[config.mk]
export PLATFORM = sky130hd
export DESIGN_NAME = ms_flop_bank
export DESIGN_NICKNAME = d
export VERILOG_FILES = /design/src/rtl/ms_flop_bank.sv
export SDC_FILE = /design/constraint.sdc
export NUM_CORES = 1
export LEC_CHECK = 0
export BUFFER_PORTS_ARGS = -buffer_cell sky130_fd_sc_hd__clkbuf_2
export CAP_MARGIN = 20
export CORE_MARGIN = 2
export CORE_UTILIZATION = 52
export DETAILED_ROUTE_END_ITERATION = 8
export PLACE_DENSITY = 0.8
export SYNTH_ARGS = -nofsm -noshare
export SYNTH_HDL_FRONTEND = slang
export SYNTH_SLANG_ARGS = --single-unit
export TNS_END_PERCENT = 20
[constraint.sdc]
create_clock -name clk -period 2.05 [get_ports clk]
set_input_delay 0.41 -clock clk [delete_from_list [all_inputs] [get_ports clk]]
set_output_delay 0.41 -clock clk [all_outputs]
set_load 0.005 [all_outputs]
[src/rtl/ms_flop_bank.sv]
// Bank of WIDTH edge-modelled master-slave flip-flops with run-time SR/JK/D/T
// mode select. The master stage updates on posedge from slave feedback, and
// the slave copies the master on negedge. Illegal SR inputs (S=R=1) are
// flagged per bit and accumulated in a sticky flag and a saturating counter.
module ms_flop_bank #(
    parameter int unsigned WIDTH     = 8,
    parameter int unsigned SR_POLICY = 0,  // S=R=1 response: 0 hold, 1 set, 2 reset
    parameter int unsigned ERR_CNT_W = 8
) (
    input  logic                 clk,
    input  logic                 rst,
    input  logic                 en,
    input  logic [1:0]           mode,
    input  logic [WIDTH-1:0]     a,
    input  logic [WIDTH-1:0]     b,
    input  logic                 clr_err,
    output logic [WIDTH-1:0]     qm,
    output logic [WIDTH-1:0]     qs,
    output logic [WIDTH-1:0]     qs_n,
    output logic [WIDTH-1:0]     illegal,
    output logic                 err_sticky,
    output logic [ERR_CNT_W-1:0] err_cnt
);

    localparam logic [1:0] MODE_SR = 2'b00;
    localparam logic [1:0] MODE_JK = 2'b01;
    localparam logic [1:0] MODE_D  = 2'b10;
    localparam logic [1:0] MODE_T  = 2'b11;

    localparam logic [ERR_CNT_W-1:0] CNT_MAX = '1;

    logic [WIDTH-1:0]     qm_next;
    logic [WIDTH-1:0]     illegal_next;
    logic                 err_event;
    logic                 err_sticky_next;
    logic [ERR_CNT_W-1:0] err_cnt_next;

    // Master next-state per channel; present state is always the slave output.
    always_comb begin
        qm_next      = qm;
        illegal_next = '0;
        if (en) begin
            for (int i = 0; i < int'(WIDTH); i++) begin
                unique case (mode)
                    MODE_SR: begin
                        unique case ({a[i], b[i]})
                            2'b00: qm_next[i] = qs[i];
                            2'b01: qm_next[i] = 1'b0;
                            2'b10: qm_next[i] = 1'b1;
                            2'b11: begin
                                illegal_next[i] = 1'b1;
                                if (SR_POLICY == 1) begin
                                    qm_next[i] = 1'b1;
                                end else if (SR_POLICY == 2) begin
                                    qm_next[i] = 1'b0;
                                end else begin
                                    qm_next[i] = qs[i];
                                end
                            end
                        endcase
                    end
                    MODE_JK: begin
                        unique case ({a[i], b[i]})
                            2'b00: qm_next[i] = qs[i];
                            2'b01: qm_next[i] = 1'b0;
                            2'b10: qm_next[i] = 1'b1;
                            2'b11: qm_next[i] = ~qs[i];
                        endcase
                    end
                    MODE_D:  qm_next[i] = a[i];
                    MODE_T:  qm_next[i] = a[i] ? ~qs[i] : qs[i];
                endcase
            end
        end
    end

    // Error bookkeeping; an event in the same cycle as a clear restarts the count at one.
    always_comb begin
        err_event       = |illegal_next;
        err_sticky_next = err_sticky;
        err_cnt_next    = err_cnt;
        if (err_event) begin
            err_sticky_next = 1'b1;
            if (clr_err) begin
                err_cnt_next = ERR_CNT_W'(1);
            end else if (err_cnt != CNT_MAX) begin
                err_cnt_next = err_cnt + ERR_CNT_W'(1);
            end
        end else if (clr_err) begin
            err_sticky_next = 1'b0;
            err_cnt_next    = '0;
        end
    end

    // Master stage and error state capture on the rising edge.
    always_ff @(posedge clk or posedge rst) begin
        if (rst) begin
            qm         <= '0;
            illegal    <= '0;
            err_sticky <= 1'b0;
            err_cnt    <= '0;
        end else begin
            qm         <= qm_next;
            illegal    <= illegal_next;
            err_sticky <= err_sticky_next;
            err_cnt    <= err_cnt_next;
        end
    end

    // Slave stage follows the master on the falling edge.
    always_ff @(negedge clk or posedge rst) begin
        if (rst) begin
            qs   <= '0;
            qs_n <= '1;
        end else begin
            qs   <= qm;
            qs_n <= ~qm;
        end
    end

endmodule

==> run_results.csv <==
group,metric,value,unit
final_layout,n_antenna_cell,0,
power_and_ir_drop,p_per_area,710,nW/um^2
critical_path,critPathBufInv,1,
power_and_ir_drop,p_comb_share,18.9,%
logic_synthesis,synthCells,224,
logic_synthesis,synth_flop_cell,"dfrtp_1",
critical_path,reg2regPathDepth,5,
logic_synthesis,yosys-top-cells-area,"dfrtp_1 (28%), ha_1 (14%), dfstp_2 (9.3%)",
timing,finClkSkew,62.7,ps
clock_tree,cts_tree,"done",
clock_tree,clk_pin_slew_worst_paths,80,ps
critical_path,r2r-start,"qs[7]",
logic_synthesis,synth.distinct_cells,40,
logic_synthesis,synth_xor_area_share,0,%
critical_path,critPathKind,"reg -> out",
timing,slew_violations,0,
final_layout,synthToLayoutAreaGrowth,27.5,%
clock_tree,cts_made_buffers,5,
placed_design,post-place-ws,-217,ps
clock_tree,htree_levels,2,
hold_path,hold_class,"in -> async",
floorplanning,dieArea,4870,um^2
timing,slew_headroom,73.7,%
critical_path,cp_max_fo,1,
critical_path,crit_end,"qs_n[0]",
logic_synthesis,synth_top_area_cell,"dfrtp_1",
critical_path,r2r-end,"qm[7]",
global_routing,grt_max_degree,24,
global_routing,grt_overflow_total,0,
global_routing,grtUsageTotal,21.7,%
logic_synthesis,synth_top_family_by_area,"compound AO/OA/AOI/OAI gates",
critical_path,cpLargestDelayFamily,"flip-flops",
logic_synthesis,synth-simple-area-share,15.2,%
global_routing,grt-busiest-layer,"met2",
route,drt_iter0_markers,120,
floorplanning,die_height,69.8,um
floorplanning,core_area,4090,um^2
critical_path,cp_cell_sequence,"clkbuf_2",
global_routing,antenna_found_initial,0,
logic_synthesis,muxShareOfSynthArea,1.33,%
floorplanning,dieWidth,69.8,um
critical_path,worstSetupEndpointType,"output pin",
critical_path,worst-endpoint-arrival,1990,ps
route,vias,1907,
final_layout,layout_commonest_cell,"clkbuf_2",
logic_synthesis,synth_area,2250,um^2
logic_synthesis,ys_seq_area_share,46.0,%
global_routing,grtUsageMet2,35.6,%
timing,hold_violations,0,
final_layout,fill_cells,326,
timing,worst_pin_slew,395,ps
route,drcViolationCount,0,
power_and_ir_drop,pwr-share-seq,47.5,%
floorplanning,pin_count,63,
timing,setup_ws,-354,ps
route,routed_wl,5.01,mm
final_layout,stdcell_area,2870,um^2
clock_tree,insertion_delay,350,ps
global_routing,grt_pass1_vias,1850,
power_and_ir_drop,irDropWorstVdd,0.712,mV
timing,rsz0062_at_grt,"yes",
power_and_ir_drop,power.share.clock,33.6,%
critical_path,cp.depth,1,
placed_design,place_hpwl,3.82,mm
logic_synthesis,synth-edff-count,0,
outcome,run_status,"finished, violations left",
placed_design,io_buffers,62,
power_and_ir_drop,swShare,28.0,%
clock_tree,cts_sinks,41,
final_layout,drive_above_1_share,34.5,%
final_layout,mostFrequentLayoutCells,"clkbuf_2 (60), inv_1 (34), ha_1 (25), dfrtp_1 (25), a21oi_1 (20)",
outcome,violations,"setup timing",
placed_design,gp_congestion,0.857,
power_and_ir_drop,p_switching,0.000571,W
placed_design,postPlaceCellArea,2710,um^2
route,ant_nets,0,
logic_synthesis,yosysWarnings,0,
critical_path,critPathSlowestCell,"dfstp_2",
route,firstDrtPassIters,4,
timing,fin_worst_hold_slack,112,ps
critical_path,reg2reg_slack,-330,ps
clock_tree,clk_path_buf_depth,2,
global_routing,grt_pass1_wl,8.55,mm
timing,tns,-5940,ps
critical_path,critPathMaxStageDelay,520,ps
final_layout,fin_nets,351,
run,cap_viol_max_count,0,
route,viasPerCell,5.39,
critical_path,critPathRequiredTime,1640,ps
logic_synthesis,syn_area_per_cell,10.1,um^2
logic_synthesis,synth_fp_nets,271,
floorplanning,initial_utilization,55.1,%
route,wl_per_cell,14.2,um
global_routing,met3_usage,5.81,%
power_and_ir_drop,leakagePower,1.51,nW
logic_synthesis,async_flop_share,100,%
critical_path,critPathLaunchType,"flop",
logic_synthesis,synth_top_area_share,27.8,%
power_and_ir_drop,p_int,0.00147,W
floorplanning,fp-row-count,23,
timing,finalSetupViolations,23,
global_routing,grt_util_met1,28.8,%
logic_synthesis,synth-compound-area-share,16.8,%
logic_synthesis,synth_fa_ha_area_share,13.9,%
critical_path,critPathLaunch,"qs_n[0]",
clock_tree,cts_root_buf,"clkbuf_8",
logic_synthesis,synth_seq_cells,41,
[metal layers]
metal,vias to the layer above,share of wire [%]
met2,69,48
met3,6,6.1
met4,0,0.68
met1,889,45
met5,-,0
li1,943,-
[logic make-up (layout without fill, tap and decap cells)]
group	after synthesis	in the layout
AND/OR/NAND/NOR	59	59
flip-flops	41	41
AO/OA/AOI/OAI	58	58
multiplexers	3	3
buffers and inverters	38	118
adder cells (fa/ha/maj)	25	25
[sequential cells by signal (all words and copies together), names as in the netlist]
register and flops:
qs_n 8, qm 8, illegal 8, err_cnt 8
err_sticky 1, qs 8
[cell usage after synthesis, types with 3 or more instances]
master    count
or4_1         3
a21oi_1      22
nand2b_1      4
a221oi_1      4
inv_1        28
o21ai_0       9
and3_1        8
dfrtp_1      25
o211ai_1      3
nand3_1       4
nand2_1      10
nand3b_1      4
mux2i_1       3
or3_1         4
ha_1         25
nor2_1        9
o31ai_1       4
o22ai_1       3
dfstp_2       8
o21ai_1       3
dfrtn_1       8
nor3_1        4
clkbuf_1      6
[stage by stage]
step                power [W]  cells  utilization, %
CTS                   0.00204    354            69.6
global placement      0.00135    339            66.2
finish                0.00204    354            70.3
detailed placement    0.00137    339            66.2
global route          0.00217    354            70.3
floorplan             0.00118    224               -
[how the worst min path moves through the flow]
stage / slack [ps] / depth (start not counted) / end / from
5_1_grt: 110 / 3 / qm[7] / rst
6_report: 110 / 3 / qm[4] / rst
3_5_place_dp: 430 / 3 / qm[2] / rst
2_1_floorplan: 390 / 1 / err_cnt[0] / rst
3_3_place_gp: 430 / 3 / qm[0] / rst
4_1_cts: 110 / 3 / qm[2] / rst
[final cells by class]
class	count	area, um^2	share of cell area, %
sequential	41	1040	36.1
clock inverter	10	63.8	2.22
multi-input combinational	145	1080	37.8
clock buffer	5	68.8	2.40
timing repair buffer	76	450	15.7
inverter	27	105	3.66
tap	50	62.6	2.18
[power by group through the flow]
stage                clock, W  combinational, W  sequential, W
floorplan           0.0000271          0.000174       0.000980
global placement    0.0000271          0.000352       0.000975
detailed placement  0.0000271          0.000366       0.000979
CTS                  0.000701          0.000374       0.000968
global route         0.000758          0.000432       0.000979
finish               0.000686          0.000385       0.000968
[repair_timing]
| action | CTS | global route |
|---|---|---|
| hold buffers | 0 | 0 |
| buffers inserted | 1 | 0 |
| cloned | 0 | 0 |
| gates resized for setup | 2 | 6 |
| pin swaps | 10 | 0 |
| endpoints found under the setup margin | 23 | 24 |
Note: power is estimated with default switching activity, not from simulation.
